File: config.mk
export PLATFORM = sky130hd
export DESIGN_NAME = thread_scheduler_flat
export DESIGN_NICKNAME = d
export VERILOG_FILES = /design/src/rtl/gpu_pkg.sv /design/src/rtl/thread_scheduler_if.sv /design/src/rtl/rr_arbiter.sv /design/src/rtl/thread_scheduler.sv /design/src/flat_wrapper.sv
export SDC_FILE = /design/constraint.sdc
export NUM_CORES = 1
export LEC_CHECK = 0
export CAP_MARGIN = 0
export CORE_AREA = 4 4 115 117
export DETAILED_ROUTE_END_ITERATION = 10
export DIE_AREA = 0 0 119 121
export PLACE_DENSITY = 0.9
export SLEW_MARGIN = 20
export SYNTH_ARGS = -nofsm -noshare
export SYNTH_HDL_FRONTEND = slang
export SYNTH_SLANG_ARGS = --single-unit
export TNS_END_PERCENT = 20
File: constraint.sdc
create_clock -name clk -period 13.15 [get_ports clk]
set_clock_uncertainty 0.15 [all_clocks]
set_input_delay 1.315 -clock clk [delete_from_list [all_inputs] [get_ports clk]]
set_output_delay 1.315 -clock clk [all_outputs]
set_load 0.01 [all_outputs]
File: src/rtl/gpu_pkg.sv
// Shared types and sizing for the per-core thread scheduler.
// Thread, retire and scheduler state encodings live here.
package gpu_pkg;

  localparam int NUM_THREADS = 16;
  localparam int TID_W       = 4;
  localparam int DATA_W      = 18;

  typedef enum logic [1:0] {
    TS_READY,
    TS_IN_FLIGHT,
    TS_MEM_WAIT,
    TS_EXITED
  } thread_state_t;

  typedef enum logic [1:0] {
    RK_NORMAL = 2'd0,
    RK_MEM    = 2'd1,
    RK_EXIT   = 2'd2
  } retire_kind_t;

  typedef enum logic [1:0] {
    S_IDLE,
    S_RUN,
    S_NEXT,
    S_DONE
  } sched_state_t;

  function automatic thread_state_t retire_next(
    input logic [1:0] kind
  );
    thread_state_t s;
    s = TS_EXITED;
    unique case (1'b1)
      kind == RK_NORMAL: s = TS_READY;
      kind == RK_MEM:    s = TS_MEM_WAIT;
      default:           s = TS_EXITED;
    endcase
    return s;
  endfunction

endpackage

File: src/rtl/thread_scheduler_if.sv
// Issue handshake plus retire / memory-response
// event lines between scheduler and pipeline.
interface thread_scheduler_if;
  import gpu_pkg::*;

  logic             issue_valid;
  logic             issue_ready;
  logic [TID_W-1:0] issue_thread;
  logic             retire_valid;
  logic [TID_W-1:0] retire_thread;
  logic [1:0]       retire_kind;
  logic             mem_resp_valid;
  logic [TID_W-1:0] mem_resp_thread;

  modport master (
    output issue_valid,
    output issue_thread,
    input  issue_ready,
    input  retire_valid,
    input  retire_thread,
    input  retire_kind,
    input  mem_resp_valid,
    input  mem_resp_thread
  );

  modport slave (
    input  issue_valid,
    input  issue_thread,
    output issue_ready,
    output retire_valid,
    output retire_thread,
    output retire_kind,
    output mem_resp_valid,
    output mem_resp_thread
  );

endinterface

File: src/rtl/rr_arbiter.sv
// Combinational round-robin pick: first request
// at or after ptr, cyclically (N a power of two).
module rr_arbiter #(
  parameter int N = 16,
  parameter int W = $clog2(N)
) (
  input  logic [N-1:0] req,
  input  logic [W-1:0] ptr,
  output logic         grant_valid,
  output logic [W-1:0] grant_idx
);

  logic [W-1:0] idx;

  // Scan farthest-first so the nearest hit wins.
  always_comb begin
    grant_valid = 1'b0;
    grant_idx   = '0;
    idx         = '0;
    for (int k = N - 1; k >= 0; k--) begin
      idx = ptr + W'(k);
      if (req[idx]) begin
        grant_valid = 1'b1;
        grant_idx   = idx;
      end
    end
  end

endmodule

File: src/rtl/thread_scheduler.sv
// Launches a kernel block by block over 16 threads,
// offering one READY thread per cycle round-robin.
module thread_scheduler
  import gpu_pkg::*;
(
  input  logic              clk,
  input  logic              rst_n,
  input  logic              start,
  input  logic [DATA_W-1:0] num_blocks,
  output logic [DATA_W-1:0] block_idx,
  output logic              busy,
  output logic              done,
  output logic              err,
  thread_scheduler_if.master sif
);

  sched_state_t     state, state_n;
  thread_state_t    ts   [NUM_THREADS];
  thread_state_t    ts_n [NUM_THREADS];
  logic [TID_W-1:0] rr_ptr, rr_ptr_n;
  logic [DATA_W-1:0] nb, nb_n, blk_n;
  logic             err_n;

  logic [NUM_THREADS-1:0] rdy_mask, ext_mask;
  logic             gnt_v;
  logic [TID_W-1:0] gnt_i;
  logic             offer, fire;
  logic             last_blk, launch;

  always_comb begin
    for (int i = 0; i < NUM_THREADS; i++) begin
      rdy_mask[i] = ts[i] == TS_READY;
      ext_mask[i] = ts[i] == TS_EXITED;
    end
  end

  rr_arbiter #(
    .N (NUM_THREADS),
    .W (TID_W)
  ) u_arb (
    .req         (rdy_mask),
    .ptr         (rr_ptr),
    .grant_valid (gnt_v),
    .grant_idx   (gnt_i)
  );

  assign offer    = state == S_RUN && gnt_v;
  assign fire     = offer && sif.issue_ready;
  assign last_blk = block_idx == nb - DATA_W'(1);
  assign launch   = state == S_IDLE && start;

  always_ff @(posedge clk or negedge rst_n) begin
    if (!rst_n) state <= S_IDLE;
    else        state <= state_n;
  end

  always_comb begin
    state_n = state;
    unique case (state)
      S_IDLE:
        if (start)
          state_n = (num_blocks == '0) ? S_DONE : S_RUN;
      S_RUN:
        if (&ext_mask) state_n = S_NEXT;
      S_NEXT:
        state_n = last_blk ? S_DONE : S_RUN;
      S_DONE:
        state_n = S_IDLE;
      default:
        state_n = S_IDLE;
    endcase
  end

  always_comb begin
    sif.issue_valid  = offer;
    sif.issue_thread = offer ? gnt_i : '0;
    busy             = state != S_IDLE;
    done             = state == S_DONE;
  end

  // Events read the registered state, so a retire
  // aimed at the thread being issued is an error.
  always_comb begin
    ts_n     = ts;
    rr_ptr_n = rr_ptr;
    blk_n    = block_idx;
    nb_n     = nb;
    err_n    = err;
    if (fire) begin
      ts_n[gnt_i] = TS_IN_FLIGHT;
      rr_ptr_n    = gnt_i + TID_W'(1);
    end
    if (sif.retire_valid) begin
      if (ts[sif.retire_thread] == TS_IN_FLIGHT &&
          sif.retire_kind != 2'b11)
        ts_n[sif.retire_thread] =
          retire_next(sif.retire_kind);
      else
        err_n = 1'b1;
    end
    if (sif.mem_resp_valid) begin
      if (ts[sif.mem_resp_thread] == TS_MEM_WAIT)
        ts_n[sif.mem_resp_thread] = TS_READY;
      else
        err_n = 1'b1;
    end
    if (launch) begin
      nb_n  = num_blocks;
      err_n = 1'b0;
      blk_n = '0;
      if (num_blocks != '0) begin
        for (int i = 0; i < NUM_THREADS; i++)
          ts_n[i] = TS_READY;
        rr_ptr_n = '0;
      end
    end
    if (state == S_NEXT && !last_blk) begin
      blk_n = block_idx + DATA_W'(1);
      for (int i = 0; i < NUM_THREADS; i++)
        ts_n[i] = TS_READY;
      rr_ptr_n = '0;
    end
  end

  always_ff @(posedge clk or negedge rst_n) begin
    if (!rst_n) begin
      for (int i = 0; i < NUM_THREADS; i++)
        ts[i] <= TS_EXITED;
      rr_ptr    <= '0;
      block_idx <= '0;
      nb        <= '0;
      err       <= 1'b0;
    end else begin
      ts        <= ts_n;
      rr_ptr    <= rr_ptr_n;
      block_idx <= blk_n;
      nb        <= nb_n;
      err       <= err_n;
    end
  end

endmodule

File: src/flat_wrapper.sv
// flat-port wrapper written by rule: the top's interface ports become plain ports
module thread_scheduler_flat import gpu_pkg::*;
  (clk, rst_n, start, num_blocks, block_idx, busy, done, err, sif_issue_valid, sif_issue_thread, sif_issue_ready, sif_retire_valid, sif_retire_thread, sif_retire_kind, sif_mem_resp_valid, sif_mem_resp_thread);
  thread_scheduler_if sif_i ();
  input  logic clk;
  input  logic rst_n;
  input  logic start;
  input  logic [DATA_W-1:0] num_blocks;
  output logic [DATA_W-1:0] block_idx;
  output logic busy;
  output logic done;
  output logic err;
  output wire logic [$bits(sif_i.issue_valid)-1:0] sif_issue_valid;
  output wire logic [$bits(sif_i.issue_thread)-1:0] sif_issue_thread;
  input wire logic [$bits(sif_i.issue_ready)-1:0] sif_issue_ready;
  input wire logic [$bits(sif_i.retire_valid)-1:0] sif_retire_valid;
  input wire logic [$bits(sif_i.retire_thread)-1:0] sif_retire_thread;
  input wire logic [$bits(sif_i.retire_kind)-1:0] sif_retire_kind;
  input wire logic [$bits(sif_i.mem_resp_valid)-1:0] sif_mem_resp_valid;
  input wire logic [$bits(sif_i.mem_resp_thread)-1:0] sif_mem_resp_thread;
  assign sif_issue_valid = sif_i.issue_valid;
  assign sif_issue_thread = sif_i.issue_thread;
  assign sif_i.issue_ready = sif_issue_ready;
  assign sif_i.retire_valid = sif_retire_valid;
  assign sif_i.retire_thread = sif_retire_thread;
  assign sif_i.retire_kind = sif_retire_kind;
  assign sif_i.mem_resp_valid = sif_mem_resp_valid;
  assign sif_i.mem_resp_thread = sif_mem_resp_thread;
  thread_scheduler u_core (.clk(clk), .rst_n(rst_n), .start(start), .num_blocks(num_blocks), .block_idx(block_idx), .busy(busy), .done(done), .err(err), .sif(sif_i));
endmodule
==> metrics.md, run 1 <==
| Metric | Value |
|---|---|
| Hpwl dp | 18,500 microns |
| Setup Crit Path Kind | reg2out |
| Final Instance Area | 8630 sq um |
| Gpl congestion | 1.08 |
| Share of cells above drive strength 1 | 12.7% |
| VDD IR max | 0.184 mV |
| Largest family of logic cells by synthesized area | simple AND/OR/NAND/NOR gates |
| HP Class | reg2reg |
| Leading area contributor after synthesis | dfrtp_1 |
| Via count | 8,451 |
| Compound-cell area share of the yosys netlist | 21.1% |
| XOR/XNOR Fraction of Synth Area | 4.73% |
| Num CTS Buffers | 9 |
| ANT cells | 0 |
| FF+latch count, synth | 75 |
| Die height | 121 microns |
| Cell Chain, Critical Path | buf_4 > inv_2 > ha_1 > clkinv_1 > nor4_1 > nor4_1 > mux2_2 > a21o_1 > nor3_1 > a211oi_2 > nor3b_4 > nor2b_1 > clkdlybuf4s50_1 |
| Die width | 119 microns |
| Adder-cell share of the synthesized area | 1.45% |
| Async set-reset flop share out of synthesis | 100% |
| Sequential cell area | 1920 sq um |
| Initial core utilization | 62.7% |
| Post-synthesis sequential area ratio | 24.7% |
| Clock root cell | clkbuf_16 |
| WL final | 25,500 microns |
| Antenna Nets Post-Route | 0 |
| Row count | 41 |
| Clock sinks | 75 |
| Unrepaired setup endpoints after global routing | no |
| Slew HR | 32.4% |
| H-tree levels | 3 |
| Final Setup Violations | 0 |
| Worst setup EP type | output port |
| Final worst-path cycle share | 55.6% |
| Maximum buffer depth of the clock tree | 2 |
| Synth Area in Simple Gates | 35.4% |
| Min Tclk post-route | 7.31 ns |
| Crit path largest cell delay | 0.80 ns |
| Total GRT Usage | 34.8% |
| Ys flop type | dfrtp_1 |
| First-pass GRT wire length | 40,500 microns |
| Max Fanout on Critical Path | 67 |
| Max Fclk | 137 MHz |
| Top Ports | 60 |
| Die ar. | 14,400 sq um |
| Status | finished, final reports clean |
| Max Slew Vio Count | 0 |
| Number of synthesized flops with an enable pin | 0 |
| CTS tree | done |
| Max-cap check violation count | 0 |
| Initial antenna violation count | 0 |
| Fin nets | 1,047 |
| Post-route DRC | 0 |
| Setup TNS | 0 ns |
| CP max-delay cell | ha_1 |
| Pwr per Cell Area | 266 nW/um^2 |
| Drt first pass iters | 8 |
| Post-cts resize count | 0 |
| DP Area | 8320 sq um |
| Synth Instances | 988 |
| Mux cell area share after synthesis | 7.67% |
| CP top delay family | buffers and inverters |
| Leak | 3.25 nW |
| Top cells by area, synth | dfrtp_1, dfstp_2, nand2_1, mux4_2, nor2_1 |
| WP buf/inv | 4 |
| Most common cell on crit path | nor4_1 |
| Pin count of the biggest net entering global routing | 76 |
| Syn_nets | 1,031 |
| Worst-Margin Slew | 1.01 ns |
| Worst skew pair latency | 0.34 ns |
| Multi-input combinational cell area | 5450 sq um |
| Crit path DAT | 5.84 ns |
| Clock transition at path regs | 0.07 ns |
| Worst EP required | 11.69 ns |
| Setup Fix Bufs, Post-CTS | 0 |
| Vias per cell | 7.16 |
| P&R area growth vs syn | 11.4% |
| Total gr overflow | 0 |
| Startpoint types | register |
| DR WL/cell | 21.6 microns |
| Yosys warning count | 0 |
| Mapped cell area | 7750 sq um |
| Avg Inst Size Synth | 7.84 sq um |
| Share of the synthesized area in the top cell type | 13.9% |
| Fill count | 965 |
| Hold buffer count at cts | 0 |
| I/O Buffers | 59 |
| Netlist cell types | 96 |
| Core area | 12,400 sq um |
| Vias in the first global route | 7,576 |
| Iteration-0 DRC Markers | 1,188 |
| Final Hold Viols | 0 |
-- stage by stage --
stage	worst slack [ns]	hold WS [ns]	util, %	power, mW	std cells
after floorplan	7.81	0.317	-	1.55	988
after global placement	6.39	0.334	67.3	1.96	1165
after detailed placement	6.39	0.347	67.3	1.95	1165
after CTS	5.99	0.363	69.8	2.22	1181
after global routing	5.36	0.413	69.8	2.42	1181
final	5.84	0.356	69.8	2.29	1181
-- tightest hold or removal path, cell delays in order, from the launching register on --
cell and delay [ns]:
dfrtp_1 0.36, nand2_1 0.06, nand2_1 0.06
-- cells by family after synthesis --
kind of cell / count (synthesis)
and+or+nand+nor: 492
AOI/OAI and AO/OA: 243
buffers and inverters: 91
DFF: 75
xor gates and xnor gates: 41
muxes: 37
adders and majority gates: 9
-- routing by layer --
layer / track usage, % / vias up / share of wire (%)
li1: - / 3747 / -
met1: 48.1 / 3963 / 39
met2: 53.5 / 633 / 44
met3: 7.83 / 108 / 13
met4: 12.7 / 0 / 4.5
met5: 0 / - / 0
-- cell usage in the layout (no fill, tap or decap), drive strengths merged, types with 7 or more instances in the layout --
master	instances
nand2	121
nor2	92
a21oi	59
clkdlybuf4s50	58
o21ai	57
nor4	48
nor3	44
dfrtp	43
inv	35
dfstp	32
xnor2	29
nor3b	27
nand3	21
nand2b	19
mux4	17
and3	17
a31oi	17
mux2i	14
nand4	14
or2	14
a211oi	14
xor2	12
nor4b	11
nor2b	11
or4	10
o211ai	10
a21o	9
ha	9
clkbuf	9
a311oi	8
o22ai	7
nand3b	7
-- synth_stat cells, drive strengths merged (12+ instances only) --
cell type	n
nand2	121
or2	14
nor3	44
xnor2	29
a211oi	14
inv	32
mux4	17
clkbuf	40
nand3	21
nand2b	19
nor4	48
buf	18
and3	17
a21oi	59
nand4	14
nor3b	27
mux2i	14
a31oi	17
o21ai	57
dfstp	32
dfrtp	43
xor2	12
nor2	92
-- where the power goes --
group          switching, mW  internal (mW)
registers             0.0898          0.296
clock network          0.110          0.150
logic                   1.03          0.614
total                   1.23           1.06
-- final cells by class --
cell class / instances / area share (%)
clock buffer: 9 / 2.61
clock inverter: 7 / 0.957
inverter: 33 / 1.43
multi-input combinational: 822 / 63.1
sequential: 75 / 22.2
tap: 172 / 2.49
timing repair buffer: 63 / 7.16
-- flip-flops by register name, summed over array words and instances, names as in the netlist --
name	flops
u_core.block_idx	18
u_core.err	1
u_core.nb	18
u_core.rr_ptr	4
u_core.state	2
u_core.ts	32
-- worst paths after layout --
path,end,cells after the start,start,slack (ns)
setup / recovery,sif_issue_thread[2],13,u_core.rr_ptr[0],5.84
hold / removal,u_core.nb[17],2,u_core.nb[17],0.36
setup reg to reg,u_core.ts[8],14,u_core.rr_ptr[0],7.18
hold reg to reg,u_core.nb[17],2,u_core.nb[17],0.36
max in group asynchronous,u_core.err,1,rst_n,11.24
min in group asynchronous,u_core.block_idx[13],1,rst_n,0.92
(Power assumes the default switching activity.)
==> inputs of run 2 (changes only) <==
--- a/config.mk
+++ b/config.mk
@@ -6,10 +6,10 @@
 export NUM_CORES = 1
 export LEC_CHECK = 0
 export CAP_MARGIN = 0
-export CORE_AREA = 4 4 115 117
+export CORE_AREA = 4 4 118 120
 export DETAILED_ROUTE_END_ITERATION = 10
-export DIE_AREA = 0 0 119 121
-export PLACE_DENSITY = 0.9
+export DIE_AREA = 0 0 122 124
+export PLACE_DENSITY = 0.86
 export SLEW_MARGIN = 20
 export SYNTH_ARGS = -nofsm -noshare
 export SYNTH_HDL_FRONTEND = slang
==> constraint.sdc (replaced) <==
create_clock -name clk -period 7.2 [get_ports clk]
set_clock_uncertainty 0.15 [all_clocks]
set_input_delay 0.72 -clock clk [delete_from_list [all_inputs] [get_ports clk]]
set_output_delay 0.72 -clock clk [all_outputs]
set_load 0.01 [all_outputs]
==> run 2 against run 1 <==
  * Wire length grew 1.5%
  * Global-route usage shrank 0.49 points
  * Critical endpoint unchanged
  * Largest power group unchanged
  * Flip-flop and latch count is the same
  * Critical path type unchanged
  * Cell count grew 0.42%
==> metrics.md, run 2 (synthesized netlist as in run 1, its figures left out) <==
| Metric | Value |
|---|---|
| Final Util | 66.9% |
| Min Tclk post-route | 6.19 ns |
| Worst EP required | 6.33 ns |
| Min-Delay Endpoint | u_core.nb[17] |
| R2R Setup Slk | 1.76 ns |
| Post-cts resize count | 0 |
| Post-route DRC | 0 |
| I/O Buffers | 59 |
| Die ar. | 15,100 sq um |
| Crit path largest cell delay | 0.91 ns |
| Gpl congestion | 1.02 |
| Share of cells above drive strength 1 | 12.8% |
| CTS tree | done |
| Worst-Margin Slew | 1.10 ns |
| CP max-delay cell | nor4_1 |
| Initial antenna violation count | 0 |
| Die width | 122 microns |
| Min-Delay Path Depth | 2 |
| Max reg flops | 32 |
| Setup Crit Path Kind | reg2out |
| Max Fclk | 162 MHz |
| Cell Chain, Critical Path | buf_4 > ha_1 > xor2_1 > nor4_1 > nor4_1 > mux2_2 > nor3_1 > nor3_1 > a211oi_2 > nor3b_4 > nor2b_1 > clkdlybuf4s50_1 |
| Fin nets | 1,049 |
| Drt first pass iters | 5 |
| Max Slew Vio Count | 0 |
| Worst hold slack | 0.357 ns |
| Clock root cell | clkbuf_16 |
| Worst skew pair latency | 0.34 ns |
| Pin count of the biggest net entering global routing | 76 |
| Pwr per Cell Area | 488 nW/um^2 |
| Setup TNS | 0 ns |
| Total GRT Usage | 34.3% |
| Unrepaired setup endpoints after global routing | no |
| Iteration-0 DRC Markers | 1,266 |
| Worst r2r src | u_core.nb[0] |
| Fill count | 1,089 |
| First-pass GRT wire length | 41,200 microns |
| Slew HR | 25.8% |
| Most frequent cells in the layout | nand2_1, nor2_1, a21oi_1, clkdlybuf4s50_1 |
| Place WS | 1.52 ns |
| Biggest register | u_core.ts |
| DR WL/cell | 21.8 microns |
| R2R cell count | 12 |
| Row count | 42 |
| WP buf/inv | 2 |
| WP depth | 12 |
| CP top delay family | simple AND/OR/NAND/NOR gates |
| Hpwl dp | 18,700 microns |
| Final worst-path cycle share | 85.9% |
| WL final | 25,900 microns |
| Core area | 13,000 sq um |
| Via count | 8,447 |
| Top Ports | 60 |
| VDD IR max | 0.311 mV |
| Total gr overflow | 0 |
| Final Setup Violations | 0 |
| Hold buffer count at cts | 0 |
| Maximum buffer depth of the clock tree | 2 |
| Critical hold path startpoint | u_core.nb[17] |
| Vias in the first global route | 7,782 |
| Status | finished, final reports clean |
| Startpoint types | register |
| H-tree levels | 3 |
| Crit path DAT | 5.32 ns |
| Non-filler cells, final | 1,186 |
| Commonest non-fill, non-tap cell in the layout | nand2_1 |
| Setup Fix Bufs, Post-CTS | 0 |
| P&R area growth vs syn | 12.0% |
| Clock transition at path regs | 0.05 ns |
| Setup WS post-layout | 1.01 ns |
| Clock sinks | 75 |
| Antenna Nets Post-Route | 0 |
| HP Class | reg2reg |
| Worst setup EP type | output port |
| Die height | 124 microns |
| Placed insts | 1,171 |
| Initial core utilization | 59.7% |
| Top Registers | u_core.ts (32), u_core.block_idx (18), u_core.nb (18) |
| Critical R2R Capture | u_core.ts[28] |
| Num CTS Buffers | 9 |
| ANT cells | 0 |
| Leak | 3.27 nW |
| Final Hold Viols | 0 |
| Vias per cell | 7.12 |
| Max-cap check violation count | 0 |
| Max Fanout on Critical Path | 66 |
run 2: worst max path at each step:
stage,start,endpoint,slack [ns]
floorplan,u_core.rr_ptr[1],sif_issue_thread[2],2.46
global placement,u_core.rr_ptr[2],sif_issue_thread[2],1.56
detailed placement,u_core.rr_ptr[0],sif_issue_thread[2],1.52
CTS,u_core.rr_ptr[0],sif_issue_thread[2],1.15
global route,u_core.rr_ptr[0],sif_issue_thread[2],0.84
finish,u_core.rr_ptr[0],sif_issue_thread[2],1.01
run 2: worst min-delay path, cell delays in order, from the launching register on:
cell	delay, ns
dfrtp_1	0.36
nand2_1	0.05
nand2_1	0.06
run 2: layout make-up:
cell class              count  area (sq um)  share of cell area, %
well taps                 176           220                   2.54
clock inverters             5           103                   1.18
inverters                  33           124                   1.43
flip-flops and latches     75          1920                   22.1
multi-input cells         822          5450                   62.8
clock buffers              10           229                   2.64
repair buffers             65           633                   7.29
run 2: per-stage QoR:
| step | power (mW) | area (sq um) |
|---|---|---|
| finish | 4.23 | 8680 |
| global route | 4.46 | 8680 |
| CTS | 4.10 | 8670 |
| detailed placement | 3.58 | 8340 |
| global placement | 3.57 | 8340 |
| floorplan | 2.83 | 7750 |
run 2: metal layers:
metal / GRT usage [%] / vias up / wire length (microns) / part of all wire, %
met5: 0 / - / 0 / 0
met4: 13.8 / 0 / 1120 / 4.3
met3: 5.50 / 115 / 2790 / 11
met2: 53.6 / 624 / 11600 / 45
met1: 47.7 / 3975 / 10400 / 40
li1: - / 3733 / - / -
run 2: power breakdown:
part	total (mW)	switching (mW)	internal, mW
combinational	3.02	1.89	1.13
sequential	0.709	0.167	0.541
clock	0.507	0.171	0.336
total	4.23	2.23	2.00
==> inputs of run 3 (changes only) <==
--- a/config.mk
+++ b/config.mk
@@ -9,7 +9,8 @@
 export CORE_AREA = 4 4 118 120
 export DETAILED_ROUTE_END_ITERATION = 10
 export DIE_AREA = 0 0 122 124
-export PLACE_DENSITY = 0.86
+export PLACE_DENSITY = 0.82
+export SKIP_CTS_REPAIR_TIMING = 1
 export SLEW_MARGIN = 20
 export SYNTH_ARGS = -nofsm -noshare
 export SYNTH_HDL_FRONTEND = slang
==> run 3 against run 2 <==
  * Clock-buffer cell count decreased by 1
  * Total power shrank 1.6%
  * Hold slack worse by 0.0076 ns
  * Wire length increased by 0.59%
  * Maximum frequency grew 0.76%
  * Flip-flop and latch count stayed put
  * Highest routed layer unchanged
  * Sequential share of layout area is essentially flat
  * Non-clock buffer count increased by 2
  * Largest cell class unchanged
==> metrics.md, run 3 (synthesized netlist as in run 1, its figures left out) <==
| Metric | Value |
|---|---|
| Status | finished, final reports clean |
| H-tree levels | 3 |
| Vias per cell | 6.99 |
| Commonest non-fill, non-tap cell in the layout | nand2_1 |
| Initial core utilization | 59.7% |
| Fin nets | 1,051 |
| Row count | 42 |
| Die ar. | 15,100 sq um |
| Setup Crit Path Kind | reg2out |
| CTS tree | done |
| Iteration-0 DRC Markers | 1,116 |
| Post-route DRC | 0 |
| Max-cap check violation count | 0 |
| Core area | 13,000 sq um |
| I/O Buffers | 59 |
| DR WL/cell | 21.9 microns |
| Die height | 124 microns |
| Slew HR | 25.3% |
| Multi-input combinational cell area | 5450 sq um |
| Vias in the first global route | 7,384 |
| Drt first pass iters | 6 |
| Die width | 122 microns |
| Unrepaired setup endpoints after global routing | no |
| Max Fclk | 163 MHz |
| Crit path DAT | 5.27 ns |
| Max Fanout on Critical Path | 27 |
| Antenna Nets Post-Route | 0 |
| Worst EP required | 6.33 ns |
| Biggest register | u_core.ts |
| Num CTS Buffers | 9 |
| Hpwl dp | 19,300 microns |
| Final Hold Viols | 0 |
| Leak | 3.27 nW |
| Pin count of the biggest net entering global routing | 76 |
| Max reg flops | 32 |
| Pwr per Cell Area | 481 nW/um^2 |
| Via count | 8,307 |
| Sequential cell area | 1920 sq um |
| Setup TNS | 0 ns |
| Worst skew pair latency | 0.35 ns |
| Startpoint types | register |
| Top Ports | 60 |
| HP Class | in2async |
| Final worst-path cycle share | 85.3% |
| Gpl congestion | 1.03 |
| Worst setup EP type | output port |
| Share of cells above drive strength 1 | 13.0% |
| Clock root cell | clkbuf_16 |
| Final Setup Violations | 0 |
| Worst-Margin Slew | 1.11 ns |
| P&R area growth vs syn | 11.8% |
| Initial antenna violation count | 0 |
| VDD IR max | 0.265 mV |
| First-pass GRT wire length | 40,700 microns |
| Clock sinks | 75 |
| Top Registers | u_core.ts (32), u_core.block_idx (18), u_core.nb (18) |
| Clock transition at path regs | 0.06 ns |
| Fill count | 1,119 |
| WL final | 26,100 microns |
| Total gr overflow | 0 |
| Max Slew Vio Count | 0 |
| Total GRT Usage | 34.2% |
| Maximum buffer depth of the clock tree | 2 |
| ANT cells | 0 |
| Most frequent cells in the layout | nand2_1, nor2_1, a21oi_1, clkdlybuf4s50_1 |
| Final Util | 66.8% |
| Min Tclk post-route | 6.14 ns |
run 3: final cells by class:
| cell class | instances | area share, % |
|---|---|---|
| clock inverter | 7 | 0.953 |
| sequential | 75 | 22.1 |
| tap | 176 | 2.54 |
| inverter | 33 | 1.43 |
| multi-input combinational | 822 | 62.9 |
| timing repair buffer | 67 | 7.48 |
| clock buffer | 9 | 2.60 |
run 3: critical path: stages, from the launching register on:
cell	delay, ns
dfrtp_1	0.35
buf_4	0.33
inv_2	0.20
ha_1	0.81
nor4b_1	0.15
o41a_1	0.48
mux2_2	0.34
nor3_1	0.51
nor2_1	0.08
o211ai_1	0.21
a31oi_1	0.23
nor3b_4	0.48
nor2b_1	0.20
clkdlybuf4s50_1	0.55
run 3: routing by layer:
metal	vias up	routed length (microns)	share of wire, %	GRT usage, %
li1	3752	-	-	-
met1	3987	11000	42	50.1
met2	496	11600	44	52.2
met3	72	2610	10	4.27
met4	0	861	3.3	12.0
met5	-	0	0	0
run 3: final timing paths:
path                             startpoint  cells past startpoint  slack, ns                  end
min reg2reg                   u_core.nb[17]                      2       0.35        u_core.nb[17]
min in group clk              u_core.nb[17]                      2       0.35        u_core.nb[17]
max in group asynchronous             rst_n                      1       5.84     u_core.rr_ptr[0]
max reg2reg                u_core.rr_ptr[2]                     14       1.93        u_core.ts[10]
max                        u_core.rr_ptr[2]                     13       1.06  sif_issue_thread[2]
min                                   rst_n                      1       0.35        u_core.nb[14]
run 3: metrics by stage:
stage	power (mW)	hold WS (ns)	area (sq um)	setup slack, ns	std cells
global route	4.42	0.369	8670	0.891	1189
finish	4.16	0.349	8670	1.06	1189
global placement	3.59	0.335	8360	1.59	1173
CTS	4.07	0.356	8670	1.17	1189
floorplan	2.83	0.274	7750	2.46	988
detailed placement	3.58	0.342	8360	1.59	1173
run 3: report_power, final:
group	internal [mW]	switching (mW)	leakage [nW]	total, mW
Clock	0.274	0.200	0.145	0.473
Sequential	0.541	0.173	0.889	0.713
Combinational	1.13	1.85	2.23	2.98
